[src/rtl/conv_pkg.sv]
// Shared definitions for the convolution scheduler: FSM encoding and the
// per-row accumulator width rule.
package conv_pkg;

    typedef enum logic [2:0] {
        ST_IDLE,
        ST_LOAD_W,
        ST_RUN,
        ST_DRAIN,
        ST_DONE
    } conv_state_e;

    // A K-term sum of DATA_WIDTH x DATA_WIDTH products needs 2*DATA_WIDTH bits plus growth headroom.
    function automatic int sum_width(input int kernel, input int data_w);
        return data_w * 2 + kernel;
    endfunction

endpackage

[src/rtl/result_fifo.sv]
// Synchronous first-word-fall-through FIFO buffering PE-array results
// until the downstream consumer accepts them.
module result_fifo #(
    parameter int WIDTH = 57,
    parameter int DEPTH = 4,
    parameter int CW    = $clog2(DEPTH) + 1
) (
    input  logic             clk,
    input  logic             rst,
    input  logic             push_i,
    input  logic [WIDTH-1:0] data_i,
    input  logic             pop_i,
    output logic [WIDTH-1:0] data_o,
    output logic             valid_o,
    output logic [CW-1:0]    count_o
);
    localparam int PW = (DEPTH > 1) ? $clog2(DEPTH) : 1;

    logic [WIDTH-1:0] mem_q [DEPTH];
    logic [PW-1:0]    wr_ptr_q, rd_ptr_q;
    logic [CW-1:0]    count_q;
    logic             do_push, do_pop;

    // A push into a full FIFO is still accepted when the head leaves in the same cycle.
    always_comb begin
        do_pop  = pop_i && (count_q != '0);
        do_push = push_i && ((count_q != CW'(DEPTH)) || do_pop);
    end

    always_ff @(posedge clk or posedge rst) begin
        if (rst) begin
            wr_ptr_q <= '0;
            rd_ptr_q <= '0;
            count_q  <= '0;
        end else begin
            if (do_push) wr_ptr_q <= wr_ptr_q + PW'(1);
            if (do_pop)  rd_ptr_q <= rd_ptr_q + PW'(1);
            count_q <= count_q + CW'(do_push) - CW'(do_pop);
        end
    end

    always_ff @(posedge clk) begin
        if (do_push) mem_q[wr_ptr_q] <= data_i;
    end

    assign data_o  = mem_q[rd_ptr_q];
    assign valid_o = (count_q != '0);
    assign count_o = count_q;

endmodule

[src/rtl/conv_scheduler.sv]
// Job scheduler for a KxK convolution PE array: loads weights, streams pixel
// columns under result-FIFO credit, and buffers row sums for the consumer.
module conv_scheduler
    import conv_pkg::*;
#(
    parameter int KERNEL_SIZE = 3,
    parameter int DATA_WIDTH  = 8,
    parameter int SUM_WIDTH   = sum_width(KERNEL_SIZE, DATA_WIDTH),
    parameter int ADDR_WIDTH  = 16,
    parameter int CNT_WIDTH   = 16,
    parameter int FIFO_DEPTH  = 4
) (
    input  logic                                      clk,
    input  logic                                      rst,
    input  logic                                      start,
    input  logic [ADDR_WIDTH-1:0]                     cfg_w_base,
    input  logic [ADDR_WIDTH-1:0]                     cfg_in_base,
    input  logic [CNT_WIDTH-1:0]                      cfg_count,
    output logic                                      busy,
    output logic                                      done,
    output logic                                      rd_en,
    output logic [ADDR_WIDTH-1:0]                     rd_addr,
    input  logic [DATA_WIDTH*KERNEL_SIZE-1:0]         rd_data,
    output logic                                      pe_en,
    output logic [DATA_WIDTH*KERNEL_SIZE-1:0]         pe_data,
    output logic [DATA_WIDTH*KERNEL_SIZE*KERNEL_SIZE-1:0] pe_weights,
    input  logic [SUM_WIDTH*KERNEL_SIZE-1:0]          pe_result,
    input  logic                                      pe_result_done,
    output logic                                      out_valid,
    output logic [SUM_WIDTH*KERNEL_SIZE-1:0]          out_data,
    input  logic                                      out_ready
);
    localparam int ROW_W = DATA_WIDTH * KERNEL_SIZE;
    localparam int RES_W = SUM_WIDTH * KERNEL_SIZE;
    localparam int FCW   = $clog2(FIFO_DEPTH) + 1;
    localparam int CSW   = FCW + 1;
    localparam int KW    = $clog2(KERNEL_SIZE + 1);

    conv_state_e                 state_q, state_d;
    logic [ADDR_WIDTH-1:0]       w_base_q, in_base_q;
    logic [CNT_WIDTH-1:0]        count_q;
    logic [KW-1:0]               w_iss_q, w_row_q;
    logic                        w_pend_q;
    logic [CNT_WIDTH-1:0]        iss_q, res_q;
    logic [FCW-1:0]              inflight_q;
    logic                        beat_pend_q;
    logic [ROW_W*KERNEL_SIZE-1:0] weights_q;

    logic                        fifo_valid;
    logic [FCW-1:0]              fifo_cnt;
    logic [RES_W-1:0]            fifo_head;
    logic                        push, pop;
    logic                        w_issue, run_issue, last_w_ret, drain_ok;
    logic [CSW-1:0]              credit_sum;

    always_comb begin
        w_issue    = (state_q == ST_LOAD_W) && (w_iss_q < KW'(KERNEL_SIZE));
        credit_sum = {1'b0, inflight_q} + {1'b0, fifo_cnt};
        run_issue  = (state_q == ST_RUN) && (iss_q < count_q)
                     && (credit_sum < CSW'(FIFO_DEPTH));
        push       = pe_result_done && (state_q != ST_IDLE);
        pop        = fifo_valid && out_ready;
        last_w_ret = w_pend_q && (w_row_q == KW'(KERNEL_SIZE - 1));
        // Finish in the same cycle the final result leaves, so done follows the last pop directly.
        drain_ok   = (res_q == count_q)
                     && ((fifo_cnt == '0) || ((fifo_cnt == FCW'(1)) && pop && !push));
    end

    always_comb begin
        state_d = state_q;
        case (state_q)
            ST_IDLE:   if (start) state_d = ST_LOAD_W;
            ST_LOAD_W: if (last_w_ret) state_d = (count_q == '0) ? ST_DONE : ST_RUN;
            ST_RUN:    if (run_issue && (iss_q + CNT_WIDTH'(1) == count_q)) state_d = ST_DRAIN;
            ST_DRAIN:  if (drain_ok) state_d = ST_DONE;
            ST_DONE:   state_d = ST_IDLE;
            default:   state_d = ST_IDLE;
        endcase
    end

    always_ff @(posedge clk or posedge rst) begin
        if (rst) begin
            state_q     <= ST_IDLE;
            w_base_q    <= '0;
            in_base_q   <= '0;
            count_q     <= '0;
            w_iss_q     <= '0;
            w_row_q     <= '0;
            w_pend_q    <= 1'b0;
            iss_q       <= '0;
            res_q       <= '0;
            inflight_q  <= '0;
            beat_pend_q <= 1'b0;
            weights_q   <= '0;
        end else begin
            state_q <= state_d;
            if ((state_q == ST_IDLE) && start) begin
                w_base_q   <= cfg_w_base;
                in_base_q  <= cfg_in_base;
                count_q    <= cfg_count;
                w_iss_q    <= '0;
                iss_q      <= '0;
                res_q      <= '0;
                inflight_q <= '0;
            end else begin
                if (w_issue)   w_iss_q <= w_iss_q + KW'(1);
                if (run_issue) iss_q   <= iss_q + CNT_WIDTH'(1);
                if (push)      res_q   <= res_q + CNT_WIDTH'(1);
                inflight_q <= inflight_q + FCW'(run_issue) - FCW'(push);
            end
            // Read data lags the strobe by one cycle; remember which row it belongs to.
            w_pend_q    <= w_issue;
            w_row_q     <= w_iss_q;
            beat_pend_q <= run_issue;
            if (w_pend_q) weights_q[int'(w_row_q) * ROW_W +: ROW_W] <= rd_data;
        end
    end

    always_comb begin
        rd_en   = w_issue || run_issue;
        rd_addr = '0;
        if (w_issue)        rd_addr = w_base_q + ADDR_WIDTH'(w_iss_q);
        else if (run_issue) rd_addr = in_base_q + ADDR_WIDTH'(iss_q);
    end

    assign busy       = (state_q != ST_IDLE);
    assign done       = (state_q == ST_DONE);
    assign pe_en      = beat_pend_q;
    assign pe_data    = beat_pend_q ? rd_data : '0;
    assign pe_weights = weights_q;
    assign out_valid  = fifo_valid;
    assign out_data   = fifo_head;

    result_fifo #(
        .WIDTH (RES_W),
        .DEPTH (FIFO_DEPTH)
    ) u_fifo (
        .clk     (clk),
        .rst     (rst),
        .push_i  (push),
        .data_i  (pe_result),
        .pop_i   (pop),
        .data_o  (fifo_head),
        .valid_o (fifo_valid),
        .count_o (fifo_cnt)
    );

    // Results with no job in flight are dropped; they indicate a misbehaving PE array.
    a_no_idle_result: assert property (@(posedge clk) disable iff (rst)
        !((state_q == ST_IDLE) && pe_result_done));

endmodule
[config.mk]
export PLATFORM = sky130hd
export DESIGN_NAME = conv_scheduler
export DESIGN_NICKNAME = d
export VERILOG_FILES = /design/src/rtl/conv_pkg.sv /design/src/rtl/result_fifo.sv /design/src/rtl/conv_scheduler.sv
export SDC_FILE = /design/constraint.sdc
export NUM_CORES = 1
export LEC_CHECK = 0
export BUFFER_PORTS_ARGS = -buffer_cell sky130_fd_sc_hd__buf_2
export CAP_MARGIN = 20
export CORE_ASPECT_RATIO = 0.8
export CORE_MARGIN = 5
export CORE_UTILIZATION = 50
export DETAILED_ROUTE_END_ITERATION = 16
export PLACE_DENSITY = 0.75
export SYNTH_ARGS = -nofsm -noshare
export SYNTH_HDL_FRONTEND = slang
export SYNTH_SLANG_ARGS = --single-unit
export TNS_END_PERCENT = 1
[constraint.sdc]
create_clock -name clk -period 10.5 [get_ports clk]
set_clock_uncertainty 0.2 [all_clocks]
set_input_delay 0.525 -clock clk [delete_from_list [all_inputs] [get_ports clk]]
set_output_delay 0.525 -clock clk [all_outputs]
set_load 0.005 [all_outputs]
==> impl_metrics.csv <==
group,metric,value,unit
critical_path,required,9.78,ns
placed_design,gp_congestion,0.882,
logic_synthesis,synth_area,0.0181,mm²
routing,first_pass_iters,5,
sta,min_period_over_period,0.406,
critical_path,end_kind,"output port",
floorplanning,core,0.0358,mm²
floorplanning,initial_core_util,0.506,
clock_tree,cts_tree,"done",
logic_synthesis,yosysWarnings,0,
worst_hold_path,hp-class,"in2async",
global_routing,grt_pass1_wl,76000,µm
routing,drt_iter0_markers,1087,
global_routing,gr-total-overflow,0,
sta,holdWs,-0.00401,ns
floorplanning,die_w,223,µm
logic_synthesis,async_reset_ff_frac,0.429,
clock_tree,postCtsSetupBuffers,0,
critical_path,slowest_delay,0.62,ns
sta,fmax,235,MHz
run_status,status,"complete, but fails checks",
final_layout,final_cell_mix,"buf_2, edfxtp_1, nand2_1",
routing,wl_per_cell,21.1,µm
logic_synthesis,ys_ff_latch,399,
routing,met1_length,20600,µm
routing,dr_wl_met2,23200,µm
routing,via_count,13018,
critical_path,crit-reg2reg-launch,"w_row_q[0]",
logic_synthesis,synth_edf_count,228,
sta,drv_slew,0,
sta,fin_tns_setup,0,ns
floorplanning,io_pins,308,
global_routing,grt_pass1_vias,13372,
critical_path,crit_path_start,"iss_q[0]",
sta,rsz0062_at_grt,"false",
final_layout,fin_area,0.0224,mm²
critical_path,path_cells,"ha_1, fa_1, a21o_1, a221oi_1, a221oi_1, or4_1, nand3_1, o22ai_1, buf_2",
placed_design,port_buffers,307,
floorplanning,die_area,0.0402,mm²
clock_tree,clockBufferDepth,3,
sta,max_slew_margin,0.203,
critical_path,cpMostUsedCell,"a221oi_1",
critical_path,ff2ff_path_depth,7,
clock_tree,cts.sinks,399,
final_layout,nNetsFinal,1981,
sta,worst_slew_pin_slew,1.18,ns
logic_synthesis,synth_fp_nets,1588,
critical_path,worstPathArrival,3.54,ns
critical_path,cp_max_fo,6,
critical_path,critPathKind,"reg2out",
routing,ant_nets,0,
logic_synthesis,avgSynthCellArea,12.9,µm²
floorplanning,rows,62,
global_routing,antenna_found_initial,3,
logic_synthesis,synth_cell_type_count,62,
critical_path,reg2reg_slack,6.89,ns
routing,highest_layer,"met4",
critical_path,crit_family,"compound AO/OA/AOI/OAI gates",
routing,route.detailed.drc,0,
placed_design,place_hpwl,32100,µm
routing,vias_per_cell,5.64,
critical_path,start_kind,"flop",
final_layout,final_common_cell,"buf_2",
sta,setup_viol_count_final,0,
sta,fin_crit,4.26,ns
run,drv_cap,0,
routing,routed_wl,48800,µm
clock_tree,numCtsBuffers,41,
clock_tree,cts_root_buf,"clkbuf_16",
clock_tree,clock_latency,0.55,ns
critical_path,worst_path_max_delay_cell,"a221oi_1",
critical_path,crit_cells,9,
logic_synthesis,netlist_instances,1400,
final_layout,syn_to_final_growth,23.8,%
global_routing,track_usage,0.238,
clock_tree,htreeDepth,2,
routing,wl_met3,3390,µm
floorplanning,die-height,180,µm
placed_design,place_area,0.0201,mm²
global_routing,grt_max_degree,104,
power,powerDensity,210,mW/mm²
run_status,violations,"negative hold slack",
power,p_total,4.72,mW
clock_tree,path_clk_slew,0.06,ns
power,p_leak,9.60,nW
final_layout,drive_above_1_share,0.252,
sta,hold_viol,1,
power,ir_worst_vdd,0.252,mV
logic_synthesis,synth_flop_cell,"edfxtp_1",
critical_path,cp_num_buf_inv,1,
logic_synthesis,ys_seq_area_frac,0.614,
## registers in the layout (all words and copies together), names as in the netlist
signal	flops
count_q	16
in_base_q	16
inflight_q	3
iss_q	16
pe_en	1
pe_weights	72
res_q	16
state_q	3
u_fifo.count_o	3
u_fifo.mem_q	228
u_fifo.rd_ptr_q	2
u_fifo.wr_ptr_q	2
w_base_q	16
w_iss_q	2
w_pend_q	1
w_row_q	2
## synthesized netlist by cell type (all sizes together) (5+ instances only)
| cell type | count | share of area |
|---|---|---|
| dfrtp | 171 | 0.24 |
| nor3b | 5 | 0.0021 |
| ha | 50 | 0.035 |
| or3 | 8 | 0.0028 |
| a21oi | 32 | 0.0088 |
| nand4 | 15 | 0.0052 |
| a21o | 17 | 0.0070 |
| nor2 | 52 | 0.011 |
| o21a | 8 | 0.0033 |
| mux2 | 5 | 0.0031 |
| a31oi | 10 | 0.0035 |
| or2 | 6 | 0.0021 |
| clkbuf | 50 | 0.010 |
| inv | 41 | 0.0089 |
| buf | 16 | 0.0057 |
| nand3 | 23 | 0.0064 |
| and4 | 5 | 0.0024 |
| mux2i | 20 | 0.011 |
| mux4 | 57 | 0.071 |
| nand2b | 5 | 0.0017 |
| a21boi | 6 | 0.0025 |
| xnor2 | 35 | 0.017 |
| a22o | 30 | 0.015 |
| nor2b | 5 | 0.0017 |
| nor4 | 14 | 0.0048 |
| o22ai | 14 | 0.0048 |
| nor3 | 16 | 0.0047 |
| and2 | 34 | 0.012 |
| xor2 | 48 | 0.023 |
| edfxtp | 228 | 0.38 |
| a22oi | 9 | 0.0037 |
| o21ai | 91 | 0.025 |
| nand2 | 223 | 0.046 |
| and3 | 11 | 0.0038 |
## cell families after synthesis
| logic type | share of synthesized area |
|---|---|
| simple gates | 0.110 |
| flops | 0.614 |
| compound gates | 0.0867 |
| buf+inv | 0.0250 |
| xor+xnor | 0.0401 |
| mux | 0.0850 |
| fa+ha+maj | 0.0390 |
## routing by layer
layer | up-vias | global-route usage
li1 | 5945 | -
met1 | 6485 | 0.331
met2 | 493 | 0.380
met3 | 95 | 0.0463
met4 | 0 | 0.0801
met5 | - | 0
## repair_timing
item	CTS	global route
setup endpoints to repair	0	0
hold endpoints to repair	261	0
hold buffers	96	0
resized for setup	0	0
## area by class of cell
cell class	instances	area [µm²]
diodes	4	10.0
clock buffers	57	1130
clock inverters	18	218
fillers	2731	13400
inverters	41	166
multi-input cells	894	6550
flip-flops and latches	399	11100
well taps	480	601
repair buffers	416	2640
## metrics by stage
stage / util / setup WS, ns / cells
3_3_place_gp: 0.560 / 6.42 / 2132
4_1_cts: 0.625 / 6.24 / 2304
2_1_floorplan: - / 5.14 / 1400
5_1_grt: 0.626 / 6.10 / 2308
3_5_place_dp: 0.561 / 6.25 / 2133
6_report: 0.626 / 6.24 / 2309
## where the power goes
group          switching, mW  internal, mW
combinational          0.617         0.572
clock                  0.614         0.834
sequential             0.178          1.90
total                   1.41          3.31
## path summary, 6_finish.rpt
kind                                     endpoint
max in group asynchronous              count_q[2]
worst max register to register     pe_weights[42]
worst max-delay path                  rd_addr[14]
worst min register to register      pe_weights[8]
worst min-delay path            u_fifo.count_o[1]
min in group clk                       count_q[8]
(Power assumes the default switching activity.)
